[src/rtl/mem_stage_pkg.sv]
// Shared Y86-64 defines for the memory stage: icodes, status codes, register
// ids, FSM state encoding and the access classification helper.
package mem_stage_pkg;

    localparam int XLEN = 64;

    localparam logic [3:0] IHALT   = 4'h0;
    localparam logic [3:0] INOP    = 4'h1;
    localparam logic [3:0] IRRMOVQ = 4'h2;
    localparam logic [3:0] IIRMOVQ = 4'h3;
    localparam logic [3:0] IRMMOVQ = 4'h4;
    localparam logic [3:0] IMRMOVQ = 4'h5;
    localparam logic [3:0] IOPQ    = 4'h6;
    localparam logic [3:0] IJXX    = 4'h7;
    localparam logic [3:0] ICALL   = 4'h8;
    localparam logic [3:0] IRET    = 4'h9;
    localparam logic [3:0] IPUSHQ  = 4'hA;
    localparam logic [3:0] IPOPQ   = 4'hB;

    localparam logic [2:0] SAOK = 3'd1;
    localparam logic [2:0] SADR = 3'd2;
    localparam logic [2:0] SINS = 3'd3;
    localparam logic [2:0] SHLT = 3'd4;

    localparam logic [3:0] RNONE = 4'hF;

    localparam logic [1:0] ST_IDLE = 2'd0;
    localparam logic [1:0] ST_REQ  = 2'd1;
    localparam logic [1:0] ST_WAIT = 2'd2;
    localparam logic [1:0] ST_DONE = 2'd3;

    typedef enum logic [1:0] {
        ACC_NONE = 2'd0,
        ACC_RD_E = 2'd1,
        ACC_RD_A = 2'd2,
        ACC_WR_E = 2'd3
    } acc_kind_e;

    function automatic acc_kind_e access_kind(input logic [3:0] icode);
        acc_kind_e k;
        case (icode)
            IMRMOVQ:                k = ACC_RD_E;
            IPOPQ, IRET:            k = ACC_RD_A;
            IRMMOVQ, IPUSHQ, ICALL: k = ACC_WR_E;
            default:                k = ACC_NONE;
        endcase
        return k;
    endfunction

endpackage

[src/rtl/mem_stage_if.sv]
// Data-memory bus between the memory stage (master) and data memory (slave).
// Handshake: req is held with we/addr/wdata stable until gnt is seen high on
// a clock edge; the access then completes on the first cycle rvalid is high,
// with err qualifying rvalid and rdata valid for reads only.
interface mem_stage_if;
    import mem_stage_pkg::*;

    logic            dmem_req_o;
    logic            dmem_we_o;
    logic [XLEN-1:0] dmem_addr_o;
    logic [XLEN-1:0] dmem_wdata_o;
    logic            dmem_gnt_i;
    logic            dmem_rvalid_i;
    logic            dmem_err_i;
    logic [XLEN-1:0] dmem_rdata_i;

    modport master (
        output dmem_req_o, dmem_we_o, dmem_addr_o, dmem_wdata_o,
        input  dmem_gnt_i, dmem_rvalid_i, dmem_err_i, dmem_rdata_i
    );

    modport slave (
        input  dmem_req_o, dmem_we_o, dmem_addr_o, dmem_wdata_o,
        output dmem_gnt_i, dmem_rvalid_i, dmem_err_i, dmem_rdata_i
    );

endinterface

[src/rtl/mem_access_fsm.sv]
// Access sequencer for the memory stage: request/grant/response handshake,
// response timeout, and the busy/valid indications seen by the pipeline.
module mem_access_fsm
    import mem_stage_pkg::*;
#(
    parameter int TIMEOUT = 255
) (
    input  logic       clk_i,
    input  logic       rst_i,
    input  logic       capture_i,
    input  logic       start_i,
    input  logic       gnt_i,
    input  logic       rvalid_i,
    input  logic       err_i,
    output logic [1:0] state_o,
    output logic       req_o,
    output logic       busy_o,
    output logic       valid_o,
    output logic       rsp_o,
    output logic       fault_o
);

    localparam int CW = $clog2(TIMEOUT + 1);

    logic [1:0]    state_q, state_d;
    logic [CW-1:0] cnt_q;
    logic          timeout;

    // A response is only honoured while an access is actually in flight.
    assign rsp_o   = ((state_q == ST_REQ) && gnt_i && rvalid_i) ||
                     ((state_q == ST_WAIT) && rvalid_i);
    assign timeout = (state_q == ST_WAIT) && !rvalid_i && (cnt_q == CW'(TIMEOUT - 1));
    assign fault_o = (rsp_o && err_i) || timeout;

    assign state_o = state_q;
    assign req_o   = (state_q == ST_REQ);
    assign busy_o  = (state_q == ST_REQ) || (state_q == ST_WAIT);
    assign valid_o = (state_q == ST_DONE);

    always_comb begin
        state_d = state_q;
        case (state_q)
            ST_IDLE, ST_DONE: begin
                if (capture_i) state_d = start_i ? ST_REQ : ST_DONE;
                else           state_d = ST_IDLE;
            end
            ST_REQ: begin
                if (gnt_i) state_d = rvalid_i ? ST_DONE : ST_WAIT;
            end
            ST_WAIT: begin
                if (rvalid_i || timeout) state_d = ST_DONE;
            end
            default: state_d = ST_IDLE;
        endcase
    end

    always_ff @(posedge clk_i or posedge rst_i) begin
        if (rst_i) begin
            state_q <= ST_IDLE;
            cnt_q   <= '0;
        end else begin
            state_q <= state_d;
            if (state_q == ST_REQ)       cnt_q <= '0;
            else if (state_q == ST_WAIT) cnt_q <= cnt_q + CW'(1);
        end
    end

endmodule

[src/rtl/mem_stage.sv]
// Y86-64 memory stage: M pipeline register, access classification and the
// m_* result bundle for writeback and forwarding.
module mem_stage
    import mem_stage_pkg::*;
#(
    parameter int MEM_BYTES = 8192,
    parameter int TIMEOUT   = 255
) (
    input  logic            clk_i,
    input  logic            rst_i,
    input  logic            load_i,
    input  logic            bubble_i,
    input  logic [3:0]      e_icode_i,
    input  logic [2:0]      e_stat_i,
    input  logic [XLEN-1:0] e_valE_i,
    input  logic [XLEN-1:0] e_valA_i,
    input  logic [3:0]      e_dstE_i,
    input  logic [3:0]      e_dstM_i,
    input  logic            e_Cnd_i,
    mem_stage_if.master     dmem,
    output logic [3:0]      m_icode_o,
    output logic [2:0]      m_stat_o,
    output logic [XLEN-1:0] m_valE_o,
    output logic [XLEN-1:0] m_valM_o,
    output logic [3:0]      m_dstE_o,
    output logic [3:0]      m_dstM_o,
    output logic            m_Cnd_o,
    output logic            m_valid_o,
    output logic            mem_busy_o,
    output logic [1:0]      dbg_state_o
);

    localparam logic [XLEN-1:0] ADDR_MAX = XLEN'(MEM_BYTES - 8);

    logic            capture, start, need_acc, addr_bad;
    logic [3:0]      n_icode;
    logic [2:0]      n_stat;
    logic [XLEN-1:0] n_addr;
    acc_kind_e       n_kind, kind_q;
    logic [XLEN-1:0] valA_q;
    logic            rsp, fault;

    assign capture = (load_i || bubble_i) && !mem_busy_o;
    assign n_icode = bubble_i ? INOP : e_icode_i;
    assign n_stat  = bubble_i ? SAOK : e_stat_i;
    assign n_kind  = access_kind(n_icode);
    assign n_addr  = (n_kind == ACC_RD_A) ? e_valA_i : e_valE_i;

    // Instructions already faulted upstream never touch memory.
    assign need_acc = (n_kind != ACC_NONE) && (n_stat == SAOK);
    assign addr_bad = n_addr > ADDR_MAX;
    assign start    = capture && need_acc && !addr_bad;

    mem_access_fsm #(.TIMEOUT(TIMEOUT)) u_fsm (
        .clk_i     (clk_i),
        .rst_i     (rst_i),
        .capture_i (capture),
        .start_i   (start),
        .gnt_i     (dmem.dmem_gnt_i),
        .rvalid_i  (dmem.dmem_rvalid_i),
        .err_i     (dmem.dmem_err_i),
        .state_o   (dbg_state_o),
        .req_o     (dmem.dmem_req_o),
        .busy_o    (mem_busy_o),
        .valid_o   (m_valid_o),
        .rsp_o     (rsp),
        .fault_o   (fault)
    );

    // Request fields come straight from the M register, so they stay stable in REQ.
    assign dmem.dmem_we_o    = (kind_q == ACC_WR_E);
    assign dmem.dmem_addr_o  = (kind_q == ACC_RD_A) ? valA_q : m_valE_o;
    assign dmem.dmem_wdata_o = valA_q;

    always_ff @(posedge clk_i or posedge rst_i) begin
        if (rst_i) begin
            m_icode_o <= INOP;
            m_stat_o  <= SAOK;
            m_valE_o  <= '0;
            valA_q    <= '0;
            m_dstE_o  <= RNONE;
            m_dstM_o  <= RNONE;
            m_Cnd_o   <= 1'b0;
            kind_q    <= ACC_NONE;
        end else if (capture) begin
            m_icode_o <= n_icode;
            m_stat_o  <= (need_acc && addr_bad) ? SADR : n_stat;
            m_valE_o  <= bubble_i ? '0 : e_valE_i;
            valA_q    <= bubble_i ? '0 : e_valA_i;
            m_dstE_o  <= bubble_i ? RNONE : e_dstE_i;
            m_dstM_o  <= bubble_i ? RNONE : e_dstM_i;
            m_Cnd_o   <= bubble_i ? 1'b0 : e_Cnd_i;
            kind_q    <= n_kind;
        end else if (fault) begin
            m_stat_o <= SADR;
        end
    end

    // Only a clean read response updates valM; stores and faults hold it.
    always_ff @(posedge clk_i or posedge rst_i) begin
        if (rst_i) begin
            m_valM_o <= '0;
        end else if (rsp && !dmem.dmem_err_i && (kind_q != ACC_WR_E)) begin
            m_valM_o <= dmem.dmem_rdata_i;
        end
    end

endmodule

[src/flat_wrapper.sv]
// flat-port wrapper written by rule: the top's interface ports become plain ports
module mem_stage_flat import mem_stage_pkg::*;
#(
    parameter int MEM_BYTES = 8192,
    parameter int TIMEOUT   = 255
)
  (clk_i, rst_i, load_i, bubble_i, e_icode_i, e_stat_i, e_valE_i, e_valA_i, e_dstE_i, e_dstM_i, e_Cnd_i, m_icode_o, m_stat_o, m_valE_o, m_valM_o, m_dstE_o, m_dstM_o, m_Cnd_o, m_valid_o, mem_busy_o, dbg_state_o, dmem_dmem_req_o, dmem_dmem_we_o, dmem_dmem_addr_o, dmem_dmem_wdata_o, dmem_dmem_gnt_i, dmem_dmem_rvalid_i, dmem_dmem_err_i, dmem_dmem_rdata_i);
  mem_stage_if dmem_i ();
  input  logic clk_i;
  input  logic rst_i;
  input  logic load_i;
  input  logic bubble_i;
  input  logic [3:0] e_icode_i;
  input  logic [2:0] e_stat_i;
  input  logic [XLEN-1:0] e_valE_i;
  input  logic [XLEN-1:0] e_valA_i;
  input  logic [3:0] e_dstE_i;
  input  logic [3:0] e_dstM_i;
  input  logic e_Cnd_i;
  output logic [3:0] m_icode_o;
  output logic [2:0] m_stat_o;
  output logic [XLEN-1:0] m_valE_o;
  output logic [XLEN-1:0] m_valM_o;
  output logic [3:0] m_dstE_o;
  output logic [3:0] m_dstM_o;
  output logic m_Cnd_o;
  output logic m_valid_o;
  output logic mem_busy_o;
  output logic [1:0] dbg_state_o;
  output wire logic [$bits(dmem_i.dmem_req_o)-1:0] dmem_dmem_req_o;
  output wire logic [$bits(dmem_i.dmem_we_o)-1:0] dmem_dmem_we_o;
  output wire logic [$bits(dmem_i.dmem_addr_o)-1:0] dmem_dmem_addr_o;
  output wire logic [$bits(dmem_i.dmem_wdata_o)-1:0] dmem_dmem_wdata_o;
  input wire logic [$bits(dmem_i.dmem_gnt_i)-1:0] dmem_dmem_gnt_i;
  input wire logic [$bits(dmem_i.dmem_rvalid_i)-1:0] dmem_dmem_rvalid_i;
  input wire logic [$bits(dmem_i.dmem_err_i)-1:0] dmem_dmem_err_i;
  input wire logic [$bits(dmem_i.dmem_rdata_i)-1:0] dmem_dmem_rdata_i;
  assign dmem_dmem_req_o = dmem_i.dmem_req_o;
  assign dmem_dmem_we_o = dmem_i.dmem_we_o;
  assign dmem_dmem_addr_o = dmem_i.dmem_addr_o;
  assign dmem_dmem_wdata_o = dmem_i.dmem_wdata_o;
  assign dmem_i.dmem_gnt_i = dmem_dmem_gnt_i;
  assign dmem_i.dmem_rvalid_i = dmem_dmem_rvalid_i;
  assign dmem_i.dmem_err_i = dmem_dmem_err_i;
  assign dmem_i.dmem_rdata_i = dmem_dmem_rdata_i;
  mem_stage #(.MEM_BYTES(MEM_BYTES), .TIMEOUT(TIMEOUT)) u_core (.clk_i(clk_i), .rst_i(rst_i), .load_i(load_i), .bubble_i(bubble_i), .e_icode_i(e_icode_i), .e_stat_i(e_stat_i), .e_valE_i(e_valE_i), .e_valA_i(e_valA_i), .e_dstE_i(e_dstE_i), .e_dstM_i(e_dstM_i), .e_Cnd_i(e_Cnd_i), .dmem(dmem_i), .m_icode_o(m_icode_o), .m_stat_o(m_stat_o), .m_valE_o(m_valE_o), .m_valM_o(m_valM_o), .m_dstE_o(m_dstE_o), .m_dstM_o(m_dstM_o), .m_Cnd_o(m_Cnd_o), .m_valid_o(m_valid_o), .mem_busy_o(mem_busy_o), .dbg_state_o(dbg_state_o));
endmodule
[config.mk]
export PLATFORM = sky130hd
export DESIGN_NAME = mem_stage_flat
export DESIGN_NICKNAME = d
export VERILOG_FILES = /design/src/rtl/mem_stage_pkg.sv /design/src/rtl/mem_stage_if.sv /design/src/rtl/mem_access_fsm.sv /design/src/rtl/mem_stage.sv /design/src/flat_wrapper.sv
export SDC_FILE = /design/constraint.sdc
export NUM_CORES = 1
export LEC_CHECK = 0
export CAP_MARGIN = 20
export CELL_PAD_IN_SITES_DETAIL_PLACEMENT = 1
export CELL_PAD_IN_SITES_GLOBAL_PLACEMENT = 2
export CORE_AREA = 2 2 202 204
export DETAILED_ROUTE_END_ITERATION = 8
export DIE_AREA = 0 0 204 206
export HOLD_SLACK_MARGIN = 0.12
export PLACE_DENSITY = 0.95
export RECOVER_POWER = 100
export SLEW_MARGIN = 20
export SYNTH_ARGS = -nofsm -noshare
export SYNTH_HDL_FRONTEND = slang
export SYNTH_SLANG_ARGS = --single-unit
[constraint.sdc]
create_clock -name clk_i -period 20 [get_ports clk_i]
set_input_delay 2 -clock clk_i [delete_from_list [all_inputs] [get_ports clk_i]]
set_output_delay 2 -clock clk_i [all_outputs]
set_load 0.02 [all_outputs]
==> summary.md, run 1 <==
| Metric | Value |
|---|---|
| Adder-cell share of the synthesized area | `0.637%` |
| Layout cells sized above 1 | `approximately an eighth` |
| Final setup fails | `0` |
| Fmax | `between 0.1 and 0.15 GHz` |
| Cell Chain, Critical Path | `dlygate4sd3_1 -> clkinvlp_2 -> clkbuf_1` |
| R2r setup slk | `approximately 15 ns` |
| GRT Total Usage | `18.2%` |
| Startpoint Class | `input pin` |
| Share of total power in sequential cells | `a little under a third` |
| Vias in the first global route | `between 9,000 and 10,000` |
| Worst vdd ir | `0.0813 mV` |
| Yosys reg bits | `220` |
| Fin crit period | `about 8 ns` |
| Die Ht | `just over 200 um` |
| Drt wl/cell | `between 20 and 25 um` |
| Number of buffers created by CTS | `25` |
| Post-Syn Area | `slightly below 10,000 um^2` |
| Synth Area in Compound Gates | `a little under a tenth` |
| Avg Synthesized Cell Area | `slightly above 10 um^2` |
| RSZ-0062 raised after global routing | `no` |
| Xor/xnor share of the synthesized area | `0%` |
| Syn Inst Count | `between 900 and 1,000` |
| Critical path's largest stage delay | `between 2 and 3 ns` |
| H-tree depth | `1` |
| Setup repair bufs after CTS | `0` |
| Worst flop-to-flop path endpoint | `u_core.dmem.dmem_wdata_o[31]$_DFFE_PP0P_` |
| CTS tree | `done` |
| Routed WL | `approximately 40 mm` |
| Setup TNS | `0 ns` |
| Final Instance Area | `about 16,000 um^2` |
| Crit path from | `rst_i` |
| DRT antenna net count | `0` |
| First-pass GRT wire length | `roughly 58 mm` |
| Worst setup path endpoint | `u_core.dmem.dmem_wdata_o[54]$_DFFE_PP0P_` |
| Layout Utilization | `between 30% and 40%` |
| GPL Wtd Cong | `between 0.8 and 0.9` |
| Cells on worst reg2reg path | `6` |
| Reg2reg start | `u_core.u_fsm.state_o[0]$_DFFE_PP0P_` |
| Worst path required time | `about 20 ns` |
| Largest family of logic cells by synthesized area | `simple AND/OR/NAND/NOR gates` |
| Crit path capture type | `asynchronous set/reset pin` |
| Final #Nets | `1,656` |
| Total stage count of the critical path | `3` |
| Max Cap Violations | `9` |
| Worst skew pair latency | `~0.53 ns` |
| # rows | `74` |
| Period utilization | `between 30% and 40%` |
| Placed Cells | `between 1,500 and 2,000` |
| Core area | `approximately 40,000 um^2` |
| Hold buffer count at cts | `0` |
| Violated checks | `capacitance limit, slew limit` |
| Clock transition at path regs | `roughly 0.060 ns` |
| Ys flop type | `dfrtp_1` |
| Synth Area in Simple Gates | `15.9%` |
| Final Hold Vio Count | `0` |
| Syn_nets | `between 1,000 and 1,500` |
| Post-synthesis cell type count | `41` |
| Die X | `~200 um` |
| Starting density of the core | `around 24%` |
| Max-slew headroom | `-171%` |
| Synth warn | `0` |
| Violation count after the first detailed-route iteration | `between 300 and 400` |
| Clock sinks | `220` |
| Worst slew pin tran | `4.04 ns` |
| Gr ovfl total | `0` |
| Worst Hold Class | `flop to flop` |
| Critical path buffers and inverters | `3` |
| Pin count of the biggest net entering global routing | `117` |
| Power density over the cells | `175 nW/um^2` |
| Vias per cell | `between 4 and 5` |
| Fin Hold WS | `around 0.47 ns` |
| PortBufs | `roughly 490` |
| Die footprint | `about 42,000 um^2` |
| Post-Route Skew | `0.0203 ns` |
| 1st-pass router iterations | `4` |
| P_int | `approximately 1.6 mW` |
| Post-CTS Resized | `0` |
| Area grow syn2layout | `62.8%` |
| I/O pins | `a little under 500` |
| CP delay by family, top | `buffers and inverters` |
| HPWL Detailed | `about 31 mm` |
| Post-synth EDFFs | `0` |
| Max Slew Vio Count | `553` |
| Sw Ratio | `between 40% and 50%` |
| Post-synthesis mux area share | `between 10% and 20%` |
| Outcome | `finished with violations` |
| Initial antenna violation count | `1` |
| Pleak | `between 7 and 8 nW` |
| Fin cells | `1,983` |
| Placed inst area | `around 15,000 um^2` |
| Slowest stage cell, crit path | `clkbuf_1` |
| Psw | `approximately 1.2 mW` |
| Clock buffer depth | `3` |
| Worst-path fanout max | `90` |
| Seq/Total Area, Yosys | `between 50% and 60%` |
| Clk pwr share | `16.1%` |
| CP arrival | `around 7.6 ns` |
| DRC viols | `0` |
| Clock Tree Root | `clkbuf_16` |
| WS Path Type | `input pin to asynchronous set/reset pin` |
| Gate power share | `between 50% and 60%` |
| Vias post-DR | `between 9,000 and 10,000` |
| Asr flop ratio synth | `between 90% and 100%` |
## state kept, by name (all words and copies together) (netlist names)
| register | cells |
|---|---|
| u_core.m_dstE_o | 4 |
| u_core.dmem.dmem_wdata_o | 64 |
| u_core.u_fsm.cnt_q | 8 |
| u_core.m_Cnd_o | 1 |
| u_core.m_valM_o | 64 |
| u_core.m_icode_o | 4 |
| u_core.m_dstM_o | 4 |
| u_core.m_valE_o | 64 |
| u_core.u_fsm.state_o | 2 |
| u_core.kind_q | 2 |
| u_core.m_stat_o | 3 |
## worst reg2reg max path: cells and delay by family (launching register included)
| kind | cells | cell delay (ns) |
|---|---|---|
| DFF | 1 | 0.41 |
| AOI/OAI and AO/OA | 2 | 0.94 |
| buffers and inverters | 3 | 2.95 |
| adders and majority gates | 1 | 0.50 |
## logic make-up after synthesis
group,after synthesis
AND/OR/NAND/NOR,368
flip-flops,220
AO/OA/AOI/OAI,175
multiplexers,130
buffers and inverters,71
adder cells (fa/ha/maj),5
## metal layers
layer	vias up	wire (um)	GRT usage, %
li1	4259	-	-
met1	4480	15400	20.6
met2	336	20900	33.7
met3	59	2430	3.64
met4	0	1320	6.73
met5	-	0	0
## synth_stat cells (2+ instances only)
cell	n	area, um^2
dfstp_2	10	263
nand2_1	288	1080
a21oi_1	7	35.0
buf_2	21	105
nor3_1	7	35.0
ha_1	5	62.6
clkbuf_1	38	143
a22o_1	2	17.5
buf_1	2	7.51
nand3_1	4	20.0
o21a_1	2	15.0
and4_1	2	17.5
o21ai_0	154	771
nor2_1	20	75.1
dfrtp_1	210	5260
inv_1	8	30.0
nor2b_1	3	18.8
nand4_1	10	62.6
mux2_2	129	1450
nor4_1	26	163
## power by group through the flow
| stage | registers (mW) | clock network [mW] | logic [mW] |
|---|---|---|---|
| finish | 0.857 | 0.451 | 1.49 |
| global route | 0.886 | 0.482 | 1.60 |
| CTS | 0.870 | 0.466 | 1.62 |
| detailed placement | 0.873 | 0 | 1.61 |
| global placement | 0.863 | 0 | 1.58 |
| floorplan | 1.07 | 0 | 0.572 |
## cell usage in the layout (no fill, tap or decap), types with 4 or more instances in the layout
cell	synthesis	routed
a21oi_1	7	7
clkbuf_1	38	10
clkbuf_16	0	25
clkbuf_8	0	4
clkdlybuf4s50_1	0	216
clkinv_2	0	5
dfrtp_1	210	210
dfstp_2	10	10
dlygate4sd3_1	0	276
ha_1	5	5
inv_1	8	7
mux2_1	0	6
mux2_2	129	123
nand2_1	288	287
nand3_1	4	4
nand4_1	10	10
nor2_1	20	20
nor3_1	7	7
nor4_1	26	26
o21ai_0	154	155
## through the flow
| stage | total power, mW | setup WS, ns |
|---|---|---|
| 2_1_floorplan | 1.65 | 12.00 |
| 3_3_place_gp | 2.44 | 14.94 |
| 3_5_place_dp | 2.49 | 14.71 |
| 4_1_cts | 2.96 | 14.54 |
| 5_1_grt | 2.97 | 10.94 |
| 6_report | 2.80 | 12.15 |
## worst min path at each step
stage	end	start	cells past startpoint
2_1_floorplan	u_core.u_fsm.cnt_q[7]$_DFFE_PP0N_	u_core.u_fsm.cnt_q[7]$_DFFE_PP0N_	1
3_3_place_gp	u_core.u_fsm.cnt_q[7]$_DFFE_PP0N_	u_core.u_fsm.cnt_q[7]$_DFFE_PP0N_	1
3_5_place_dp	u_core.m_dstM_o[3]$_DFFE_PP1P_	u_core.m_dstM_o[3]$_DFFE_PP1P_	2
4_1_cts	u_core.m_dstM_o[3]$_DFFE_PP1P_	u_core.m_dstM_o[3]$_DFFE_PP1P_	2
5_1_grt	u_core.m_valM_o[3]$_DFFE_PP0P_	u_core.m_valM_o[3]$_DFFE_PP0P_	1
6_report	u_core.m_dstM_o[3]$_DFFE_PP1P_	u_core.m_dstM_o[3]$_DFFE_PP1P_	2
## area by class of cell
class	count	area, um^2
timing repair buffer	502	4970
inverter	9	36.3
multi-input combinational	678	4010
sequential	220	5520
tap	532	666
antenna	1	2.50
fill	4527	24200
clock buffer	32	692
clock inverter	9	100
No activity file was read; power rests on OpenSTA's default activity.
==> run 2, diff against run 1 <==
CORE_AREA = 2 2 220 222   (was 2 2 202 204)
DIE_AREA = 0 0 222 224   (was 0 0 204 206)
PLACE_DENSITY = 0.87   (was 0.95)
clock period = 7.15 ns   (was 20 ns; I/O delays follow)
==> run 2 against run 1 <==
Net effect: the flow still finishes with violations (capacitance limit, slew limit); clock skew barely moved; largest cell class unchanged; global-route usage down 2.6 points; critical path type is now flop to primary output; setup slack worse by 10 ns; hold slack hardly changed; utilization shrank 5.6 points; sequential cell count unchanged.
==> summary.md, run 2 (synthesized netlist as in run 1, its figures left out) <==
| Metric | Value |
|---|---|
| Outcome | `finished with violations` |
| Violated checks | `capacitance limit, slew limit` |
| Die Ht | `~220 um` |
| Post-CTS Resized | `0` |
| Area grow syn2layout | `64.9%` |
| Crit path from | `u_core.kind_q[0]$_DFFE_PP0P_` |
| Clock buffer depth | `3` |
| Total power | `slightly below 8 mW` |
| Slowest stage cell, crit path | `clkbuf_1` |
| Worst setup path endpoint | `dmem_dmem_addr_o[16]` |
| Critical path buffers and inverters | `2` |
| Drt wl/cell | `roughly 19 um` |
| Die X | `around 220 um` |
| Violation count after the first detailed-route iteration | `between 300 and 400` |
| HPWL Detailed | `approximately 30 mm` |
| Leading cell type in the layout, fill and taps excluded | `nand2_1` |
| Worst-path fanout max | `38` |
| Worst Hold Class | `flop to flop` |
| Reg2reg start | `u_core.u_fsm.state_o[1]$_DFFE_PP0P_` |
| Max Cap Violations | `5` |
| Placed inst area | `15,400 um^2` |
| Hold buffer count at cts | `0` |
| CTS tree | `done` |
| Hold path cells | `2` |
| R2r setup slk | `~2.8 ns` |
| GPL Wtd Cong | `between 0.8 and 0.9` |
| Layout cells sized above 1 | `about 13%` |
| Final Hold Vio Count | `0` |
| Cell Chain, Critical Path | `nor2b_4 -> clkbuf_1 -> mux2_2 -> dlygate4sd3_1` |
| WS Path Type | `flop to primary output` |
| First-pass GRT wire length | `roughly 60 mm` |
| I/O pins | `493` |
| Number of buffers created by CTS | `27` |
| Worst vdd ir | `around 0.27 mV` |
| Starting density of the core | `approximately 21%` |
| H-tree depth | `1` |
| Max-slew headroom | `-219%` |
| Clock sinks | `between 200 and 250` |
| DRC viols | `0` |
| Startpoint Class | `flop` |
| Final setup fails | `0` |
| Worst path required time | `6.43 ns` |
| Max Slew Vio Count | `between 200 and 300` |
| Clock Tree Root | `clkbuf_16` |
| Core area | `between 40,000 and 50,000 um^2` |
| Layout Utilization | `around a third` |
| Pin count of the biggest net entering global routing | `approximately 170` |
| Vias in the first global route | `approximately 10,000` |
| CP delay by family, top | `buffers and inverters` |
| PortBufs | `between 400 and 500` |
| CP arrival | `roughly 4.6 ns` |
| Total stage count of the critical path | `4` |
| Post-Route Skew | `around 0.02 ns` |
| Gr ovfl total | `0` |
| Power density over the cells | `roughly 490 nW/um^2` |
| DRT antenna net count | `0` |
| Clock transition at path regs | `about 0.060 ns` |
| Setup TNS | `0 ns` |
| GRT Total Usage | `15.6%` |
| Fillers | `around 5,400` |
| Cells on worst reg2reg path | `7` |
| Vias post-DR | `9,079` |
| RSZ-0062 raised after global routing | `no` |
| Worst flop-to-flop path endpoint | `u_core.m_valM_o[27]$_DFFE_PP0P_` |
| Final #Nets | `1,657` |
| Worst slew pin tran | `about 4.8 ns` |
| Setup repair bufs after CTS | `0` |
| Final Instance Area | `~16,000 um^2` |
| Fmax | `approximately 0.19 GHz` |
| Crit path capture type | `primary output` |
| 1st-pass router iterations | `6` |
| Vias per cell | `4.38` |
| Worst skew pair latency | `around 0.55 ns` |
| Fin crit period | `5.30 ns` |
| Fin Hold WS | `0.473 ns` |
| # rows | `80` |
| Period utilization | `around three quarters` |
| Pleak | `7.08 nW` |
| Routed WL | `slightly below 40 mm` |
| Initial antenna violation count | `2` |
| Commonest non-fill, non-tap cells in the layout | `nand2_1 (287), dlygate4sd3_1 (278), clkdlybuf4s50_1 (214)` |
| Die footprint | `around 50,000 um^2` |
| Critical path's largest stage delay | `1.69 ns` |
## run 2: cell types whose count changed in the layout (fill, tap and decap cells not counted), sizes merged
| cell | before | now |
|---|---|---|
| buf | 3 | 6 |
| clkinv | 5 | 8 |
| clkbuf | 39 | 41 |
| clkdlybuf4s50 | 216 | 214 |
| clkinvlp | 4 | 2 |
| dlygate4sd3 | 276 | 278 |
| bufinv | 2 | 1 |
| inv | 7 | 8 |
## run 2: worst min path at each step
| stage | endpoint | from | slack, ns |
|---|---|---|---|
| floorplan | u_core.u_fsm.cnt_q[7]$_DFFE_PP0N_ | u_core.u_fsm.cnt_q[7]$_DFFE_PP0N_ | 0.44 |
| global placement | u_core.u_fsm.cnt_q[7]$_DFFE_PP0N_ | u_core.u_fsm.cnt_q[7]$_DFFE_PP0N_ | 0.46 |
| detailed placement | u_core.m_icode_o[3]$_DFFE_PP0P_ | u_core.m_icode_o[3]$_DFFE_PP0P_ | 0.47 |
| CTS | u_core.m_dstM_o[3]$_DFFE_PP1P_ | u_core.m_dstM_o[3]$_DFFE_PP1P_ | 0.48 |
| global route | u_core.m_dstM_o[3]$_DFFE_PP1P_ | u_core.m_dstM_o[3]$_DFFE_PP1P_ | 0.50 |
| finish | u_core.m_icode_o[3]$_DFFE_PP0P_ | u_core.m_icode_o[3]$_DFFE_PP0P_ | 0.47 |
## run 2: area by class of cell
cell class | instances | area, um^2 | share of cell area (%)
Sequential cell | 220 | 5520 | 34.1
Multi-Input combinational cell | 678 | 4020 | 24.8
Clock inverter | 10 | 78.8 | 0.486
Timing Repair Buffer | 501 | 5010 | 30.9
Inverter | 9 | 36.3 | 0.224
Antenna cell | 1 | 2.50 | 0.0154
Clock buffer | 38 | 777 | 4.80
Tap cell | 615 | 769 | 4.75
## run 2: metrics by stage
| stage | cells | worst slack (ns) |
|---|---|---|
| after floorplan | 969 | 0.430 |
| after global placement | 2023 | 2.93 |
| after detailed placement | 2023 | 3.03 |
| after CTS | 2071 | 3.00 |
| after global routing | 2072 | 1.52 |
| final | 2072 | 1.85 |
## run 2: power breakdown
| group | internal [mW] | switching [mW] | total [mW] |
|---|---|---|---|
| Clock | 0.788 | 0.547 | 1.34 |
| Sequential | 1.89 | 0.505 | 2.40 |
| Combinational | 1.82 | 2.32 | 4.14 |
## run 2: routing by layer
metal | up-vias | GRT usage, % | part of all wire (%)
met5 | - | 0 | 0.033
met4 | 2 | 3.71 | 2.0
met3 | 47 | 3.34 | 6.2
met2 | 344 | 28.7 | 51
met1 | 4419 | 18.3 | 40
li1 | 4267 | - | -
## run 2: worst min-delay path, cell delays in order (launching register included)
cell	delay, ns
dfrtp_1	0.34
nand2_1	0.04
o21ai_0	0.06
